===== config.mk =====
export PLATFORM = sky130hd
export DESIGN_NAME = load_store_unit
export DESIGN_NICKNAME = d
export VERILOG_FILES = /design/src/rtl/load_store_unit.sv
export SDC_FILE = /design/constraint.sdc
export NUM_CORES = 1
export LEC_CHECK = 0
export BUFFER_PORTS_ARGS = -buffer_cell sky130_fd_sc_hd__clkbuf_2
export CAP_MARGIN = 10
export CORE_MARGIN = 4
export CORE_UTILIZATION = 53
export DETAILED_ROUTE_END_ITERATION = 10
export PLACE_DENSITY = 0.94
export SLEW_MARGIN = 30
export SYNTH_ARGS = -nofsm -noshare
export SYNTH_HDL_FRONTEND = slang
export SYNTH_SLANG_ARGS = --single-unit

===== constraint.sdc =====
create_clock -name clk -period 8.2 [get_ports clk]
set_input_delay 1.23 -clock clk [delete_from_list [all_inputs] [get_ports clk]]
set_output_delay 1.23 -clock clk [all_outputs]
set_load 0.1 [all_outputs]

===== src/rtl/load_store_unit.sv =====
// load_store_unit: CPU load/store FSM to big-endian memory with sub-word read-modify-write; ports: req* CPU request, resp* completion, mem* memory side
module load_store_unit #(
  parameter bit ALIGN_CHECK = 1'b1
) (
  input  logic        clk,
  input  logic        reset,
  input  logic        reqValid,
  output logic        reqReady,
  input  logic        reqWrite,
  input  logic [1:0]  reqSize,
  input  logic        reqSigned,
  input  logic [31:0] reqAddress,
  input  logic [31:0] reqData,
  output logic        respValid,
  output logic        respError,
  output logic [31:0] respData,
  output logic [31:0] memAddress,
  output logic        memReadEnable,
  output logic        memWriteEnable,
  output logic [31:0] memDataOut,
  input  logic [31:0] memDataIn
);
  typedef enum logic [2:0] {IDLE, LOAD, RMW_READ, STORE, RESP} state_t;
  state_t state, state_n;
  logic [1:0] size_q;
  logic signed_q, err_q, bad;
  logic [31:0] addr_q, wdata_q, rdata_q, ld_ext, merged;
  assign bad = reqSize == 2'b11 || (ALIGN_CHECK && ((reqSize == 2'b01 && reqAddress[0]) || (reqSize == 2'b10 && reqAddress[1:0] != 2'b00)));
  assign ld_ext = size_q == 2'b00 ? {{24{signed_q & memDataIn[31]}}, memDataIn[31:24]} :
                  size_q == 2'b01 ? {{16{signed_q & memDataIn[31]}}, memDataIn[31:16]} : memDataIn;
  assign merged = size_q == 2'b00 ? {wdata_q[7:0], memDataIn[23:0]} : {wdata_q[15:0], memDataIn[15:0]};
  always_comb begin
    state_n = state;
    case (state)
      IDLE:     state_n = !reqValid ? IDLE : bad ? RESP : !reqWrite ? LOAD : reqSize == 2'b10 ? STORE : RMW_READ;
      LOAD:     state_n = RESP;
      RMW_READ: state_n = STORE;
      STORE:    state_n = RESP;
      default:  state_n = IDLE;
    endcase
  end
  always_ff @(posedge clk or posedge reset) begin
    if (reset) begin
      state    <= IDLE;
      size_q   <= 2'b00;
      signed_q <= 1'b0;
      err_q    <= 1'b0;
      addr_q   <= '0;
      wdata_q  <= '0;
      rdata_q  <= '0;
    end else begin
      state <= state_n;
      if (state == IDLE && reqValid) begin
        size_q   <= reqSize;
        signed_q <= reqSigned;
        err_q    <= bad;
        addr_q   <= reqAddress;
        wdata_q  <= reqData;
        rdata_q  <= '0;
      end
      if (state == LOAD) rdata_q <= ld_ext;
      if (state == RMW_READ) wdata_q <= merged;
    end
  end
  assign reqReady       = state == IDLE;
  assign respValid      = state == RESP;
  assign respError      = state == RESP && err_q;
  assign respData       = state == RESP ? rdata_q : '0;
  assign memReadEnable  = state == LOAD || state == RMW_READ;
  assign memWriteEnable = state == STORE;
  assign memAddress     = (memReadEnable || memWriteEnable) ? addr_q : '0;
  assign memDataOut     = memWriteEnable ? wdata_q : '0;
endmodule

# --- Word level (Yosys, flattened, before mapping) ---
# Index checks and enable logic that the tools add are counted.
# Widths: inputs -> output; s select.
word_totals:
  input_bits: 103
  latch_bits: 0
  regBits: 103
  out_inout_bits: 101
  mem_count: 0
  rom_bits: 0
  ram_bits: 0
  wordCells: 45
classes:
  bitwise_logic: 1
  n_eq_ne: 8
  muxes: 15
  n_reduce_logical: 14
  order_cmp: 0
  div_mod_pow: 0
  addsub: 0
  shifts: 0
  mul: 0
ops:
  columns: ["cell", "n"]
  rows:
  - ["$mux 32", 10]
  - ["$pmux 3 s3", 1]
  - ["$eq 3x2->1 const B", 2]
  - ["$mux 3", 2]
  - ["$reduce_bool 2->1", 3]
  - ["$eq 2x1->1 const B", 2]
  - ["$eq 2x2->1 const B", 2]
  - ["$logic_and 1x1->1", 4]
  - ["$logic_or 1x1->1", 4]
  - ["$eq 3x1->1 const B", 1]
  - ["$eq 3x3->1 const B", 1]
  - ["$logic_not 3->1", 1]
  - ["$logic_not 2->1", 1]
  - ["$mux 2", 1]
  - ["$reduce_or 2->1", 1]
  - ["$and 1x1->1", 1]
  - ["$mux 1", 1]

# --- Depth between registers and ports, before layout ---
depth:
  ltp_word: 7
  mapped_depth: 7
  ltp_nobuf: 3

# --- Least setup slack after synthesis ---
# Ideal clock, no wire load.
synth_timing:
  kind: "reg2out"
  from: "register state[2]"
  to: "output port reqReady"
  arrival_ns: 2.916
  n_path_buf: 3
  stages_incl_launch_ff: 5
  required_time_ns: 6.970
  slack_ns: 4.054
  cell_sequence: "dfrtp_1 buf_6 clkbuf_1 clkbuf_1 nor3_1"
synth_via:
  elab_chain_cells: 1
synth_rtl:
  columns: ["item", "line_no", "text"]
  rows:
  - ["start: declaration", "24", "state_t state, state_n;"]
  - ["start signal: assignment", "52", "state <= state_n;"]
  - ["$logic_not 3->1", "65", "assign reqReady = state == IDLE;"]
  - ["end: declaration", "8", "output logic reqReady,"]
# Every way passes these cells.

# --- Worst setup path in the final report ---
layout_timing:
  from: "register state[2]"
  to: "output port memReadEnable"
layout_via:
  elab_chain_cells: 2
  word_cells_on_any_way: 3
  cone_classes: "eq/ne (2); reduce/logical (1)"
layout_rtl:
  columns: ["item", "line_no", "text"]
  rows:
  - ["$eq 3x1->1 / $eq 3x2->1 (equally long branches)", "69", "assign memReadEnable = state == LOAD || state == RMW_READ;"]
  - ["$logic_or 1x1->1 *", "69", null]
  - ["end: declaration", "18", "output logic memReadEnable,"]
# Mark *: on every way between the ends. The rest lies on a longest branch, timed or not.

==> results.yml <==
routing:
  avgRoutedWirePerCell_um: 17.7
  post-route-drc-count: 0
  initial_drc_count: 520
  vias: 5044
  avgViaCountPerCell: 5.69
  wl_mm: 15.7
  drt_pre_antenna_iters: 5
  ant_nets: 0
cells_and_area:
  final-instance-count-excl-fill: 887
  antenna_cells: 0
  final_core_utilization: 0.670
  final_layout_size_suffix_gt1_frac: 0.332
  post-route-cell-area_um2: 6580
  fillCellCount: 835
  final_nets: 852
  syn2layout_area_growth_pct: 22.5
synthesis:
  synth_cells: 580
  synth-seq-area-share: 0.480
  postSynth.asyncResetShare: 1.00
  synth_enable_flop_cells: 0
  synth.cell_area_um2: 5370
  synth.lib_cells_used.distinct: 34
  synth.avg_cell_area_um2: 9.26
  top_reg_cell_synth: "sky130_fd_sc_hd__dfrtp_1"
  syn-num-nets: 683
  ys_seq_elements: 103
  yosys_warnings: 0
timing:
  slew-limit-headroom: 0.453
  achievable_clock_frequency_mhz: 273
  finalSetupViolations: 0
  timing.final.crit_period_ns: 3.67
  timing.final.hold_violations: 0
  grt_setup_unrepaired: "false"
  post-route-period-util: 0.447
  max_slew.worst_pin.slew_ns: 0.821
  final-max-slew-violation-count: 0
  fin_setup_tns_ns: 0
  finalClockSkew_ns: 0.0171
power:
  power_density_of_the_placed_cells_nw_per_um2: 470
  power.share.sequential: 0.302
  leakagePower_nw: 3.60
  totalPowerFinal_mw: 3.09
  netSwitchingFraction: 0.567
  power_frac_comb: 0.601
  peakVddDrop_v: 0.000316
  internal_power_mw: 1.34
  power.switching_mw: 1.75
  clock_power_share: 0.098
place:
  dp.cells: 871
  portBuffers: 203
  detail_placement_hpwl_mm: 11.5
  postPlaceCellArea_um2: 6390
  routabilityCongestion: 0.884
worst_setup_path:
  crit_fanout: 45
  largest_stage_delay_on_the_critical_path_ns: 0.75
  timing.setup.critical_path_class: "flop to output pin"
  end_kind: "output pin"
  worstPathArrival_ns: 2.44
  cp_cell_sequence: "or3_1 > nand2_1 > clkbuf_2"
  critPathSlowestCell: "sky130_fd_sc_hd__or3_1"
  setup.worst_path.start_class: "flop"
  setup.reg_to_reg.worst_slack_ns: 5.89
  cp.required_ns: 6.97
  r2r-end: "wdata_q[28]$_DFFE_PP0P_"
  reg2regPathDepth: 3
  reg2reg_from: "state[2]$_DFF_PP0_"
clock_network:
  clock-sinks: 103
  path_clk_slew_ns: 0.10
  clockRootBuffer: "sky130_fd_sc_hd__clkbuf_8"
  clock_tree_from_tritoncts: "built"
  cts.htree.levels: 3
  cts_repair_resize_count: 0
  cts_hold_buf: 0
  clkLatencyLatePin_ns: 0.37
  post-cts-setup-buffers: 0
  tritoncts.num_buffers: 9
  clock_tree.buffer_depth: 2
floorplan:
  initial_cell_density_of_the_core: 0.547
  die_y_um: 109
  design.core.area_um2: 9820
  die-width_um: 109
  design.portCount: 204
  rows: 36
  die-area_um2: 11800
worst_hold_path:
  hold_start: "addr_q[12]$_DFFE_PP0P_"
  hold-path-endpoint: "addr_q[12]$_DFFE_PP0P_"
  worstHoldPathCells: 2
  timing.hold.worst.class: "flop to flop"
grt:
  globalRouteTotalUtil: 0.262
  globalRouteOverflowTotal: 0
  grt_start_max_net_pins: 67
  initial_antenna_violation_count: 0
  grt_pass1_vias: 4846
  global_route_wire_length_before_repair_mm: 24.3
outcome:
  outcome: "completed"
flow_run:
  maxCapViolations: 0
==> power groups by stage <==
stage	Clock [mW]	Sequential, mW	Combinational (mW)
6_report	0.302	0.933	1.86
5_1_grt	0.328	0.962	1.99
4_1_cts	0.308	0.927	1.86
3_5_place_dp	0	0.935	1.85
3_3_place_gp	0	0.920	1.79
2_1_floorplan	0	0.832	1.62
==> placed cells by master, fill, tap and decap left out, types with 2 or more instances in the layout <==
master	synthesis	layout
sky130_fd_sc_hd__nand3b_1	2	2
sky130_fd_sc_hd__a21oi_1	30	30
sky130_fd_sc_hd__nor3b_4	0	2
sky130_fd_sc_hd__inv_6	0	3
sky130_fd_sc_hd__mux2i_1	8	8
sky130_fd_sc_hd__o21ai_0	13	13
sky130_fd_sc_hd__nor3b_2	3	2
sky130_fd_sc_hd__buf_4	1	8
sky130_fd_sc_hd__clkbuf_8	0	10
sky130_fd_sc_hd__a221oi_2	9	9
sky130_fd_sc_hd__nor2_2	0	2
sky130_fd_sc_hd__a31oi_1	16	16
sky130_fd_sc_hd__a221oi_1	7	7
sky130_fd_sc_hd__nand2_1	146	146
sky130_fd_sc_hd__nor2_1	6	2
sky130_fd_sc_hd__nor3_1	2	2
sky130_fd_sc_hd__inv_1	3	2
sky130_fd_sc_hd__and3_1	33	33
sky130_fd_sc_hd__nor2_4	0	2
sky130_fd_sc_hd__clkbuf_2	0	203
sky130_fd_sc_hd__a22o_1	32	32
sky130_fd_sc_hd__o2bb2ai_1	16	16
sky130_fd_sc_hd__a21o_1	16	16
sky130_fd_sc_hd__and2_1	65	65
sky130_fd_sc_hd__nor2b_1	7	7
sky130_fd_sc_hd__dfrtp_1	103	102
==> stage by stage <==
stage	hold WS [ns]	worst slack (ns)
2_1_floorplan	0.437	4.05
3_3_place_gp	0.448	4.35
3_5_place_dp	0.454	4.82
4_1_cts	0.479	4.42
5_1_grt	0.497	4.47
6_report	0.477	4.53
==> final cells by class <==
cell class	count	area, um2	share of cell area
clock buffers	11	141	0.0215
clock inverters	5	38.8	0.00589
inverters	3	13.8	0.00209
multi-input cells	421	2570	0.390
flip-flops and latches	103	2580	0.392
well taps	133	166	0.0253
repair buffers	211	1080	0.163
==> synthesized netlist by cell type (2+ instances only) <==
cell type	n	area, um2
sky130_fd_sc_hd__a22o_1	32	280
sky130_fd_sc_hd__and2_1	65	407
sky130_fd_sc_hd__o21ai_0	13	65.1
sky130_fd_sc_hd__dfrtp_1	103	2580
sky130_fd_sc_hd__clkbuf_1	35	131
sky130_fd_sc_hd__nor3_1	2	10.0
sky130_fd_sc_hd__a221oi_1	7	61.3
sky130_fd_sc_hd__inv_1	3	11.3
sky130_fd_sc_hd__buf_6	3	33.8
sky130_fd_sc_hd__nand2_1	146	548
sky130_fd_sc_hd__a31oi_1	16	100
sky130_fd_sc_hd__nor2b_1	7	43.8
sky130_fd_sc_hd__o2bb2ai_1	16	140
sky130_fd_sc_hd__nand3b_1	2	15.0
sky130_fd_sc_hd__nor3b_2	3	37.5
sky130_fd_sc_hd__a21o_1	16	120
sky130_fd_sc_hd__and3_1	33	206
sky130_fd_sc_hd__mux2i_1	8	80.1
sky130_fd_sc_hd__nor2_1	6	22.5
sky130_fd_sc_hd__a21oi_1	30	150
sky130_fd_sc_hd__buf_2	13	65.1
sky130_fd_sc_hd__a221oi_2	9	135
==> critical path, delay by kind of cell, from the launching register on <==
family	cells	cell delay, ns
flip-flops	1	0.70
AND/OR/NAND/NOR	2	0.90
buffers and inverters	1	0.48
==> registers in the layout (all words and copies together) (netlist names) <==
register	cells
wdata_q	32
err_q	1
rdata_q	32
signed_q	1
size_q	2
addr_q	32
state	3
==> metal layers <==
metal / track usage / routed length (um)
met2: 0.414 / 7610
met4: 0.112 / 503
met5: 0 / 0
met3: 0.0414 / 1130
met1: 0.361 / 6430
==> how the worst max path moves through the flow <==
stage | from | end
2_1_floorplan | state[2]$_DFF_PP0_ | reqReady
3_3_place_gp | state[2]$_DFF_PP0_ | memAddress[2]
3_5_place_dp | state[2]$_DFF_PP0_ | memAddress[5]
4_1_cts | state[2]$_DFF_PP0_ | memAddress[5]
5_1_grt | state[2]$_DFF_PP0_ | memReadEnable
6_report | state[2]$_DFF_PP0_ | memReadEnable
==> kinds of logic after synthesis <==
| group | after synthesis | share of synthesized area |
|---|---|---|
| mux | 9 | 0.0170 |
| simple gates | 270 | 0.252 |
| buf+inv | 56 | 0.0491 |
| flops | 103 | 0.480 |
| compound gates | 142 | 0.202 |
Note: power is estimated with default switching activity, not from simulation.
